`config.mk`:
```
export PLATFORM = sky130hd
export DESIGN_NAME = fp32_minmax_reduce_ctrl
export DESIGN_NICKNAME = d
export VERILOG_FILES = /design/src/rtl/fp32_minmax_reduce_ctrl.sv
export SDC_FILE = /design/constraint.sdc
export NUM_CORES = 1
export LEC_CHECK = 0
export ABC_AREA = 1
export CAP_MARGIN = 10
export CELL_PAD_IN_SITES_DETAIL_PLACEMENT = 0
export CELL_PAD_IN_SITES_GLOBAL_PLACEMENT = 2
export CORE_MARGIN = 8
export CORE_UTILIZATION = 33
export DETAILED_ROUTE_END_ITERATION = 16
export DONT_BUFFER_PORTS = 1
export GPL_TIMING_DRIVEN = 0
export PLACE_DENSITY = 0.83
export SLEW_MARGIN = 0
export SYNTH_ARGS = -nofsm -noshare
export SYNTH_HDL_FRONTEND = slang
export SYNTH_SLANG_ARGS = --single-unit
```
`constraint.sdc`:
```
create_clock -name clk -period 1.9 [get_ports clk]
set_clock_uncertainty 0.15 [all_clocks]
set_input_delay 0.19 -clock clk [delete_from_list [all_inputs] [get_ports clk]]
set_output_delay 0.19 -clock clk [all_outputs]
set_load 0.1 [all_outputs]
```
`src/rtl/fp32_minmax_reduce_ctrl.sv`:
```
`default_nettype none
// fp32_minmax_reduce_ctrl: folds an FP32 element stream into one max/min through an external pair comparator (rev 1.0).
// Optional FP32_NAN_EARLY_EXIT_EN: once the accumulator turns NaN, remaining elements are drained without compares.
module fp32_minmax_reduce_ctrl #(
    parameter int LEN_W = 8
) (
    input  logic             clk,
    input  logic             rstn,
    input  logic             s_start,
    input  logic             s_is_max,
    input  logic [LEN_W-1:0] s_len,
    input  logic             s_valid,
    output logic             s_ready,
    input  logic [31:0]      s_data,
    output logic             cmp_valid,
    output logic             cmp_is_max,
    output logic [31:0]      cmp_a,
    output logic [31:0]      cmp_b,
    input  logic             cmp_res_valid,
    input  logic [31:0]      cmp_res,
    output logic             o_busy,
    output logic             o_done,
    output logic [31:0]      o_res
);

    localparam logic [LEN_W-1:0] LEN_ZERO = '0;
    localparam logic [LEN_W-1:0] LEN_ONE  = LEN_W'(1);
`ifdef FP32_NAN_EARLY_EXIT_EN
    localparam logic [31:0]      NAN_VAL  = 32'hFFFF_FFFF;
`endif

    typedef enum logic [2:0] {
        IDLE  = 3'd0,
        FIRST = 3'd1,
        FETCH = 3'd2,
        WAIT  = 3'd3,
        DONE  = 3'd4
`ifdef FP32_NAN_EARLY_EXIT_EN
        ,
        DRAIN = 3'd5
`endif
    } state_t;

    state_t           state, state_nxt;
    logic [31:0]      acc, acc_nxt;
    logic [LEN_W-1:0] rem, rem_nxt;
    logic             mode, mode_nxt;
    logic             issue;

    always_ff @(posedge clk) begin
        if (!rstn) state <= IDLE;
        else       state <= state_nxt;
    end

    always_comb begin
        state_nxt = state;
        acc_nxt   = acc;
        rem_nxt   = rem;
        mode_nxt  = mode;
        issue     = 1'b0;
        s_ready   = 1'b0;
        o_busy    = 1'b1;
        case (state)
            IDLE: begin
                o_busy = 1'b0;
                if (s_start) begin
                    mode_nxt = s_is_max;
                    rem_nxt  = s_len;
                    if (s_len == LEN_ZERO) begin
                        acc_nxt   = 32'h0;
                        state_nxt = DONE;
                    end else begin
                        state_nxt = FIRST;
                    end
                end
            end
            FIRST: begin
                s_ready = 1'b1;
                if (s_valid) begin
                    acc_nxt   = s_data;
                    rem_nxt   = rem - LEN_ONE;
                    state_nxt = (rem == LEN_ONE) ? DONE : FETCH;
                end
            end
            FETCH: begin
                s_ready = 1'b1;
                if (s_valid) begin
                    issue     = 1'b1;
                    rem_nxt   = rem - LEN_ONE;
                    state_nxt = WAIT;
                end
            end
            WAIT: begin
                if (cmp_res_valid) begin
                    acc_nxt = cmp_res;
                    if (rem == LEN_ZERO)
                        state_nxt = DONE;
`ifdef FP32_NAN_EARLY_EXIT_EN
                    else if (cmp_res == NAN_VAL)
                        state_nxt = DRAIN;
`endif
                    else
                        state_nxt = FETCH;
                end
            end
`ifdef FP32_NAN_EARLY_EXIT_EN
            DRAIN: begin
                // Accumulator is already the NaN pattern; elements are consumed and dropped.
                s_ready = 1'b1;
                if (s_valid) begin
                    rem_nxt = rem - LEN_ONE;
                    if (rem == LEN_ONE) state_nxt = DONE;
                end
            end
`endif
            DONE: begin
                state_nxt = IDLE;
            end
            default: begin
                state_nxt = IDLE;
            end
        endcase
    end

    always_ff @(posedge clk) begin
        if (!rstn) begin
            acc        <= 32'h0;
            rem        <= LEN_ZERO;
            mode       <= 1'b0;
            cmp_valid  <= 1'b0;
            cmp_is_max <= 1'b0;
            cmp_a      <= 32'h0;
            cmp_b      <= 32'h0;
            o_done     <= 1'b0;
            o_res      <= 32'h0;
        end else begin
            acc       <= acc_nxt;
            rem       <= rem_nxt;
            mode      <= mode_nxt;
            cmp_valid <= issue;
            if (issue) begin
                cmp_a      <= acc;
                cmp_b      <= s_data;
                cmp_is_max <= mode;
            end
            // Completion pulse and result are registered out of the DONE state.
            o_done <= (state == DONE);
            if (state == DONE) o_res <= acc;
        end
    end

endmodule
`default_nettype wire

```
# After elaboration in Yosys (flattened, before gate mapping)
# Index checks and enable logic that the tools add are counted.
[op_classes] eq_ne=11 reduce_logical=10 n_addsub=1 n_mux=20
[op_table] cell="$mux 32" n=4
[op_table] cell="$pmux 32 s3" n=1
[op_table] cell="$mux 3" n=7
[op_table] cell="$logic_not 8->1" n=2
[op_table] cell="$mux 8" n=2
[op_table] cell="$pmux 8 s2" n=1
[op_table] cell="$pmux 3 s4" n=1
[op_table] cell="$ne 2x2->1 const B" n=5
[op_table] cell="$eq 8x1->1 const B" n=1
[op_table] cell="$sub 8x1->8 const B" n=1
[op_table] cell="$eq 3x2->1 const B" n=2
[op_table] cell="$reduce_and 5->1" n=1
[op_table] cell="$mux 1" n=4
[op_table] cell="$reduce_and 4->1" n=1
[op_table] cell="$eq 3x1->1 const B" n=1
[op_table] cell="$eq 3x3->1 const B" n=1
[op_table] cell="$logic_not 3->1" n=1
[op_table] cell="$reduce_and 3->1" n=1
[op_table] cell="$reduce_bool 3->1" n=1
[op_table] cell="$ne 2x1->1 const B" n=1
[op_table] cell="$reduce_and 2->1" n=1
[op_table] cell="$reduce_bool 2->1" n=1
[op_table] cell="$reduce_or 2->1" n=1
[word_totals] output_inout_bits=101 wordCells=52 register_bits=143

# Depth between registers and ports, before layout
# Gate-level depths: netlist of the first run.
[logic_depth] depth_word=4 mapped_depth=11 mapped_depth_nobuf=9

# Worst setup path before layout of the first run
# No wires, ideal clock.
[synth_timing] path_type="register -> register" from="register state[0]" to="register acc[23]" slack_ps=-182 t_required_ps=1637 setup_time_ps=113 t_arrival_ps=1819 n_path_buf=2 stages_incl_launch_ff=12 path_cell_list="dfxtp_1 -> buf_6 -> nor2_4 -> inv_1 -> nor2_2 -> inv_1 -> nor2_4 -> nor2_8 -> buf_6 -> nand2_1 -> nand2_1 -> nor2_1"
[synth_via] elab_chain_cells=3 word_cells_on_any_way=10 cone_classes="eq/ne: 6; mux: 1; reduce/logical: 3"
[synth_rtl] element="start, declared" line_no="44" text="state_t state, state_nxt;"
[synth_rtl] element="start signal, assigned" line_no="52" text="else state <= state_nxt;"
[synth_rtl] element="$eq 3x2->1 (tied with other cells)" line_no="63" text="case (state)"
[synth_rtl] element="$ne 2x2->1 (no line) / $reduce_bool 3->1 (equally long branches)"
[synth_rtl] element="$reduce_and 5->1 (no line)"
[synth_rtl] element="end signal, assigned" line_no="137" text="acc <= acc_nxt;"
[synth_rtl] element="end, declared" line_no="45" text="logic [31:0] acc, acc_nxt;"
# Several ways; a longest one is shown, not always the timed one.
# A chain may end at the register's enable or synchronous reset.

# Final worst setup path of the first run
[layout_timing] from="register state[2]" to="register acc[28]"
# The elaborated chain is that of the path after synthesis.

==> results.cfg, run 1 <==
[drt]
first_pass_iters = 4
first_iter_violations = 194
antenna_left = 0
vias = 5606
wirelength_um = 21170
viasPerCell = 4.633
wl_per_cell_um = 17.49
drc_errors = 0

[floorplanning]
die-area_um2 = 22740
die_h_um = 150.8
io-pin-count = 179
chipWidth_um = 150.8
num_rows = 49
core_um2 = 17900
start_util_pct = 33.50

[place]
gp_congestion = 0.7429
dp_hpwl_um = 14530
dp.cells = 1091
io_buffer_count = 0

[clock_tree]
clk_latency_ns = 0.42
cts.sinks = 143
cts.path.max_buffers = 2
cts_tree = done
cts_made_buffers = 17
cts.clk_slew.worst_paths_ns = 0.06
cts-htree-levels = 4
clockRootBuffer = clkbuf_16

[worst_hold_path]
worstHoldEndpoint = acc[2]$_SDFFE_PN0P_
hold_class = primary input to flop
holdPathStages = 6
min-delay-start = cmp_res[2]

[synthesis]
synth_flop_cell = dfxtp_1
netlist_instances = 862
synthXorXnorAreaFrac_pct = 0
synth_adder_area_share_pct = 0.6259
synthDistinctLibCells = 24
syn-num-nets = 943
synthSimpleGateAreaFrac_pct = 21.49
yosysWarnings = 0
synth_compound_area_share_pct = 18.28
syn_area_um2 = 5997
postSynth.asyncResetShare_pct = 0
syn-mean-instance-area_um2 = 6.957
ys_ff_latch = 143
synth_edf_count = 0
synth_top_family_by_area = simple AND/OR/NAND/NOR gates
ys_seq_area_share_pct = 47.74
synthMuxAreaShare_pct = 0

[sta]
rsz0062_at_grt = yes
period_minus_slack_ns = 2.141
max_freq_mhz = 467.0
slew_headroom_pct = 30.08
setup-violations-final = 47
slew_violations = 0
hold_violations = 0
tightestPinTransition_ns = 1.047
fin_ws_ns = -0.2413
fin_crit_sh_pct = 112.7

[final_layout]
antenna_cells = 0
drive_gt1_share_pct = 12.95
stdcell_count = 1210
layout.nets = 1049
area_growth_pct = 33.61

[pwr]
p_leak_uw = 0.003431
fin_total_pwr_uw = 14860
pwr_density_cell_nw_per_um2 = 1854
max-vdd-ir-drop_mv = 0.8498

[outcome]
violations = negative setup slack
outcome = finished with violations

[setup_path]
required_ns = 2.06
r2r_cells = 10
cp.arrival_ns = 2.30
reg2reg_slack_ns = -0.24
end_kind = flop
reg2reg_from = state[2]$_SDFFE_PN0P_
start_kind = flop
critPathMaxFanout = 10
crit_type = flop to flop
r2r-end = acc[28]$_SDFFE_PN0P_

[grt]
grt_max_degree = 17
grt.total_usage_pct = 18.62
grt_pass1_wl_um = 32200
antenna_found_initial = 0
first_global_vias = 5675
grt.overflow.total = 0

[job]
maxCapViolCount = 0
logic make-up (layout without fill, tap and decap cells):
family          count (synthesis)  count (layout)
compound gates                219             219
simple gates                  322             323
flops                         143             143
fa+ha+maj                       3               3
buf+inv                       175             293
synthesized netlist by cell type, types with 3 or more instances:
| cell | n | area share (%) |
|---|---|---|
| nand2_1 | 104 | 6.5 |
| nand3_1 | 13 | 1.1 |
| a21oi_1 | 105 | 8.8 |
| inv_2 | 3 | 0.19 |
| buf_2 | 8 | 0.67 |
| dfxtp_1 | 143 | 48 |
| clkbuf_1 | 33 | 2.1 |
| buf_6 | 5 | 0.94 |
| o21ai_0 | 114 | 9.5 |
| nor2_1 | 193 | 12 |
| ha_1 | 3 | 0.63 |
| inv_1 | 120 | 7.5 |
area by class of cell:
type / instances / area [µm²]
inverter: 125 / 476.7
buffer: 49 / 305.3
multi-input combinational: 545 / 2560
clock buffer: 20 / 446.7
sequential: 143 / 2868
timing repair buffer: 87 / 909.6
clock inverter: 12 / 160.2
tap: 229 / 286.5
fill: 1867 / 9889
worst max-delay path: stages, from the launching register on:
cell and delay [ns]:
dfxtp_4 0.36, nor2_4 0.11, inv_2 0.05, nor2_4 0.11, clkinvlp_4 0.46, nor2_4 0.24, buf_6 0.15, nor2_8 0.07
buf_6 0.16, nor2_1 0.11, nor2_1 0.06
worst max path at each step:
stage	end	start	slack, ns
CTS	acc[20]$_SDFFE_PN0P_	state[0]$_SDFFE_PN0P_	-0.31
detailed placement	acc[24]$_SDFFE_PN0P_	state[2]$_SDFFE_PN0P_	-0.44
global route	acc[25]$_SDFFE_PN0P_	state[2]$_SDFFE_PN0P_	-0.34
global placement	acc[20]$_SDFFE_PN0P_	state[2]$_SDFFE_PN0P_	-0.42
finish	acc[28]$_SDFFE_PN0P_	state[2]$_SDFFE_PN0P_	-0.24
floorplan	acc[23]$_SDFFE_PN0P_	state[0]$_SDFFE_PN0P_	-0.18
cells in the final DEF, fill, tap and decap left out, types with 7 or more instances in the layout:
cell type,netlist,layout
nor2_1,193,181
dfxtp_1,143,141
inv_1,120,118
o21ai_0,114,113
a21oi_1,105,104
nand2_1,104,85
dlygate4sd3_1,0,74
clkbuf_16,0,19
clkbuf_1,33,17
nand2_2,1,17
clkbuf_2,0,11
nand3_1,13,11
nor2_2,1,9
buf_6,5,8
buf_2,8,7
nor2_4,2,7
power by group:
part	switching (µW)	total (µW)	internal [µW]	leakage, µW
combinational	2990	4930	1940	0.00199
clock	1360	3470	2110	0.000283
sequential	2720	6450	3740	0.00116
total	7070	14900	7790	0.00343
per-stage QoR:
| step | hold slack (ns) | cell area (µm²) | TNS (ns) | util [%] | setup slack [ns] |
|---|---|---|---|---|---|
| 3_3_place_gp | 0.2038 | 6284 | -22.09 | 35.10 | -0.4163 |
| 6_report | 0.04761 | 8013 | -7.348 | 44.76 | -0.2413 |
| 3_5_place_dp | 0.2188 | 6284 | -24.48 | 35.10 | -0.4400 |
| 2_1_floorplan | 0.2001 | 5997 | -5.573 | - | -0.1816 |
| 5_1_grt | 0.08381 | 8013 | -16.71 | 44.76 | -0.3431 |
| 4_1_cts | 0.007233 | 7804 | -15.47 | 43.59 | -0.3083 |
flip-flops by register name (all words and copies together), names as in the netlist:
register,flops
acc,32
cmp_a,32
cmp_b,32
o_res,32
rem,8
state,3
cmp_is_max,1
cmp_valid,1
mode,1
o_done,1
routing by layer:
metal / share of wire, % / routed length, µm / GRT usage, %
met3: 7.9 / 1677 / 6.244
met5: 0 / 0 / 0
met2: 48 / 10120 / 31.56
met4: 0.95 / 201 / 4.948
met1: 43 / 9172 / 22.12
what timing repair did:
item	CTS	global route
gates cloned	3	2
setup endpoints to repair	122	139
hold buffers	74	0
hold endpoints to repair	74	0
pin swaps	5	12
gates resized for setup	36	57
setup buffers	7	2
Power figures use the tool's default switching activity.
==> inputs of run 2 (changes only) <==
- MAX_ROUTING_LAYER: default -> met4
==> results.cfg, run 2 (synthesized netlist as in run 1, its figures left out) <==
[grt]
first_global_vias = 5687
antenna_found_initial = 0
grt.overflow.total = 0
grt_pass1_wl_um = 32150
grt_max_degree = 17
grt.total_usage_pct = 19.14

[final_layout]
final_area_um2 = 7970
drive_gt1_share_pct = 12.87
layout_commonest_cell = nor2_1
area_growth_pct = 32.90
layout.nets = 1047
final_util_pct = 44.52
final_cell_mix = 180 x nor2_1, 141 x dfxtp_1, 118 x inv_1
antenna_cells = 0

[pwr]
combPwrFrac_pct = 32.5
fin_total_pwr_uw = 14690
pwr_density_cell_nw_per_um2 = 1843
seqPwrFrac_pct = 43.9
sw_frac_of_total_pct = 47.88
p_int_uw = 7655
max-vdd-ir-drop_mv = 0.8511
p_leak_uw = 0.003412
clkPwrFrac_pct = 23.6
switchingPower_uw = 7032

[drt]
viasPerCell = 4.652
first_pass_iters = 4
wl_per_cell_um = 17.43
antenna_left = 0
drc_errors = 0
vias = 5620
first_iter_violations = 221
wirelength_um = 21050

[setup_path]
required_ns = 2.06
slowest_delay_ns = 0.46
crit_buf_inv = 4
cp.arrival_ns = 2.30
worstPathCellList = nor2_4 > inv_2 > nor2_4 > clkinvlp_4 > nor2_4 > buf_6 > nor2_8 > buf_6 > nor2_1 > nor2_1
start_kind = flop
crit_path_start = state[2]$_SDFFE_PN0P_
end_kind = flop
crit_type = flop to flop
critPathSlowestCell = clkinvlp_4
cp_common_cell = nor2_4
path_delay_family = buffers and inverters
critPathMaxFanout = 10
reg2reg_from = state[2]$_SDFFE_PN0P_

[clock_tree]
cts_tree = done
clockRootBuffer = clkbuf_16
cts.sinks = 143
cts_made_buffers = 17
cts.clk_slew.worst_paths_ns = 0.06
clk_latency_ns = 0.41
cts-htree-levels = 4
cts.path.max_buffers = 2

[sta]
rsz0062_at_grt = yes
setup-violations-final = 49
slew_headroom_pct = 30.36
fin_ws_ns = -0.2347
fin_tns_setup_ns = -7.233
slew_violations = 0
period_minus_slack_ns = 2.135
hold_violations = 0
fin_crit_sh_pct = 112.4
tightestPinTransition_ns = 1.043
max_freq_mhz = 468.5

[outcome]
outcome = finished with violations
violations = negative setup slack

[place]
dpl_worst_slack_ns = -0.4400
gp_congestion = 0.7521
dp_hpwl_um = 14530
post_dp_cell_area_um2 = 6284
io_buffer_count = 0

[floorplanning]
core_um2 = 17900
io-pin-count = 179
num_rows = 49
die-area_um2 = 22740
start_util_pct = 33.50
die_h_um = 150.8
chipWidth_um = 150.8

[job]
maxCapViolCount = 0

[worst_hold_path]
min-delay-start = cmp_res[2]
hold_class = primary input to flop
## run 2: cell types whose count changed in the layout (fill, tap and decap cells not counted)
cell       change
nor2_2         +1
nor2_1         -1
clkbuf_16      -1
buf_12         -1
## run 2: metal layers
metal  wire, µm  share of wire (%)  track usage, %  vias to the layer above
li1           -                  -               -                     2890
met2      10050                 48           31.65                      153
met1       9084                 43           22.19                     2562
met3       1716                8.2           5.916                       15
met5          0                  0               -                        -
met4        200               0.95           4.948                        0
## run 2: metrics by stage
| step | hold slack (ns) | cells |
|---|---|---|
| floorplan | 0.2001 | 862 |
| global placement | 0.2038 | 1091 |
| detailed placement | 0.2188 | 1091 |
| CTS | 0.007233 | 1207 |
| global route | 0.08544 | 1208 |
| finish | 0.04944 | 1208 |
## run 2: repair_timing
action | CTS | global route
cloned | 3 | 1
pin swaps | 5 | 11
buffers inserted | 7 | 1
gates resized for setup | 36 | 58
hold endpoints to repair | 74 | 0
setup endpoints to repair | 122 | 139
hold buffers | 74 | 0
## run 2: layout make-up
cell class | count | area (µm²)
multi-input combinational | 545 | 2562
inverter | 125 | 476.7
buffer | 49 | 305.3
fill | 1871 | 9932
timing repair buffer | 85 | 864.6
clock inverter | 12 | 160.2
sequential | 143 | 2868
tap | 229 | 286.5
clock buffer | 20 | 446.7
## run 2: power by group through the flow
stage	logic (µW)	registers, µW	clock network [µW]
2_1_floorplan	2960	6290	0
3_3_place_gp	3830	6480	0
3_5_place_dp	3830	6490	0
4_1_cts	4470	6430	3560
5_1_grt	5400	6560	3680
6_report	4770	6450	3470
## run 2: worst paths after layout
path	to	slack, ns	cells after the start
worst min register to register	acc[21]$_SDFFE_PN0P_	0.35	2
worst min-delay path	acc[2]$_SDFFE_PN0P_	0.05	6
worst max register to register	acc[28]$_SDFFE_PN0P_	-0.23	10
worst max-delay path	acc[28]$_SDFFE_PN0P_	-0.23	10
## run 2: worst min-delay path, stage by stage
cell     delay (ns)
inv_1          0.02
nor2_1         0.08
a21oi_1        0.06
nand2_1        0.07
nand2_1        0.06
nor2_2         0.10
==> inputs of run 3 (changes only) <==
- ABC_AREA: 1 -> 0
- CORE_UTILIZATION: 33 -> 36
- PLACE_DENSITY: 0.83 -> 0.85
==> results.cfg, run 3 <==
[outcome]
outcome = finished, final reports clean

[synthesis]
syn_area_um2 = 5747
synth_flop_cell = dfxtp_1
ys_ff_latch = 143
synthTopCellsByArea = dfxtp_1 50%, nand2_1 14%, a21oi_1 9.0%
synthDistinctLibCells = 44
yosys.area.top_type = dfxtp_1
syn-num-nets = 764
netlist_instances = 683
ys_seq_area_share_pct = 49.81
syn-mean-instance-area_um2 = 8.414
synth_edf_count = 0
synth_common_cells = 208 x nand2_1, 143 x dfxtp_1, 103 x a21oi_1
synth_top_area_share_pct = 49.81
postSynth.asyncResetShare_pct = 0
synth_most_common_cell = nand2_1
yosysWarnings = 0

[drt]
antenna_left = 0
vias = 5235
drc_errors = 0
viasPerCell = 5.168
first_iter_violations = 256
wl_per_cell_um = 19.69
first_pass_iters = 5
wirelength_um = 19950

[final_layout]
layout_commonest_cell = nand2_1
final_cell_mix = 207 x nand2_1, 140 x dfxtp_1, 103 x a21oi_1
nFillCells = 1548
antenna_cells = 0
multi_input_area_um2 = 2664
layout.nets = 866
drive_gt1_share_pct = 12.30
stdcell_count = 1013
final_util_pct = 47.80
ff_latch_area_um2 = 2869
area_growth_pct = 31.18

[setup_path]
end_kind = flop
crit_type = flop to flop
start_kind = flop
critPathMaxFanout = 10
required_ns = 2.09
cp.arrival_ns = 2.07

[grt]
grt_max_degree = 17
grt_pass1_wl_um = 30220
first_global_vias = 5294
grt.total_usage_pct = 20.23
grt.overflow.total = 0
antenna_found_initial = 0

[floorplanning]
die_h_um = 142.3
die-area_um2 = 20260
core_um2 = 15770
chipWidth_um = 142.3
num_rows = 46
start_util_pct = 36.44
io-pin-count = 179

[clock_tree]
clk_latency_ns = 0.42
cts.clk_slew.worst_paths_ns = 0.06
cts.sinks = 143
clockRootBuffer = clkbuf_16
cts_made_buffers = 17
cts.path.max_buffers = 2
cts-htree-levels = 4
cts_tree = done

[sta]
slew_headroom_pct = 30.00
fin_tns_setup_ns = 0
period_minus_slack_ns = 1.885
tightestPinTransition_ns = 1.049
hold_violations = 0
setup-violations-final = 0
fin_crit_sh_pct = 99.20
max_freq_mhz = 530.5
slew_violations = 0
rsz0062_at_grt = yes

[place]
io_buffer_count = 0
dp_hpwl_um = 14170
gp_congestion = 0.8344
dp.cells = 899

[pwr]
p_leak_uw = 0.002549
max-vdd-ir-drop_mv = 0.6555
pwr_density_cell_nw_per_um2 = 954.8

[job]
maxCapViolCount = 0

[worst_hold_path]
hold_class = primary input to flop
-- run 3: worst max-delay path, stage by stage (launching register included) --
cell and delay (ns):
dfxtp_4 0.41, buf_6 0.17, mux2i_1 0.29, dlygate4sd3_1 0.60, nand2_1 0.06, a21oi_1 0.13
-- run 3: final cells by class --
| cell class | instances | share of cell area, % |
|---|---|---|
| clock buffers | 21 | 6.373 |
| multi-input cells | 482 | 35.34 |
| plain buffers | 54 | 4.398 |
| inverters | 4 | 0.1992 |
| clock inverters | 10 | 0.8299 |
| repair buffers | 83 | 11.22 |
| flip-flops and latches | 143 | 38.06 |
| well taps | 216 | 3.585 |
-- run 3: through the flow --
stage / worst slack (ns) / cell area [µm²] / hold WS [ns] / total power, µW
3_5_place_dp: -0.1634 / 6018 / 0.1828 / 3945
2_1_floorplan: 0.06704 / 5748 / 0.1760 / 3773
5_1_grt: -0.004980 / 7538 / 0.06162 / 7490
3_3_place_gp: -0.1322 / 6018 / 0.1764 / 3929
6_report: 0.01511 / 7538 / 0.06239 / 7198
4_1_cts: -0.05553 / 7393 / 0.01357 / 7191
-- run 3: worst paths after layout --
path / from / endpoint / slack (ns) / depth (start not counted)
worst max-delay path: state[1]$_SDFFE_PN0P_ / state[0]$_SDFFE_PN0P_ / 0.02 / 5
worst min register to register: acc[17]$_SDFFE_PN0P_ / o_res[17]$_SDFFE_PN0P_ / 0.32 / 2
worst max register to register: state[1]$_SDFFE_PN0P_ / state[0]$_SDFFE_PN0P_ / 0.02 / 5
worst min-delay path: s_valid / state[2]$_SDFFE_PN0P_ / 0.06 / 3
-- run 3: power by group --
group	internal, µW	leakage (µW)	switching (µW)
clock network	1790	0.000271	1280
registers	3060	0.00116	162
logic	399	0.00112	506
-- run 3: kinds of logic after synthesis --
kind of cell | share of synthesized area (%)
mux | 7.054
compound gates | 16.61
flops | 49.82
xor+xnor | 0.1524
fa+ha+maj | 0.6532
simple gates | 20.81
buf+inv | 4.898
-- run 3: what timing repair did --
item,CTS,global route
pin swaps,2,1
hold buffers,77,0
buffers inserted,1,4
cloned,0,1
endpoints found under the setup margin,75,124
resized for setup,15,48
hold endpoints to repair,75,0
-- run 3: routing by layer --
metal	routed length, µm	global-route usage [%]	share of wire [%]	vias up
met1	8605	23.61	43	2491
met4	301	6.376	1.5	0
met5	0	-	0	-
met3	1760	7.246	8.8	20
met2	9278	31.99	47	177
li1	-	-	-	2547
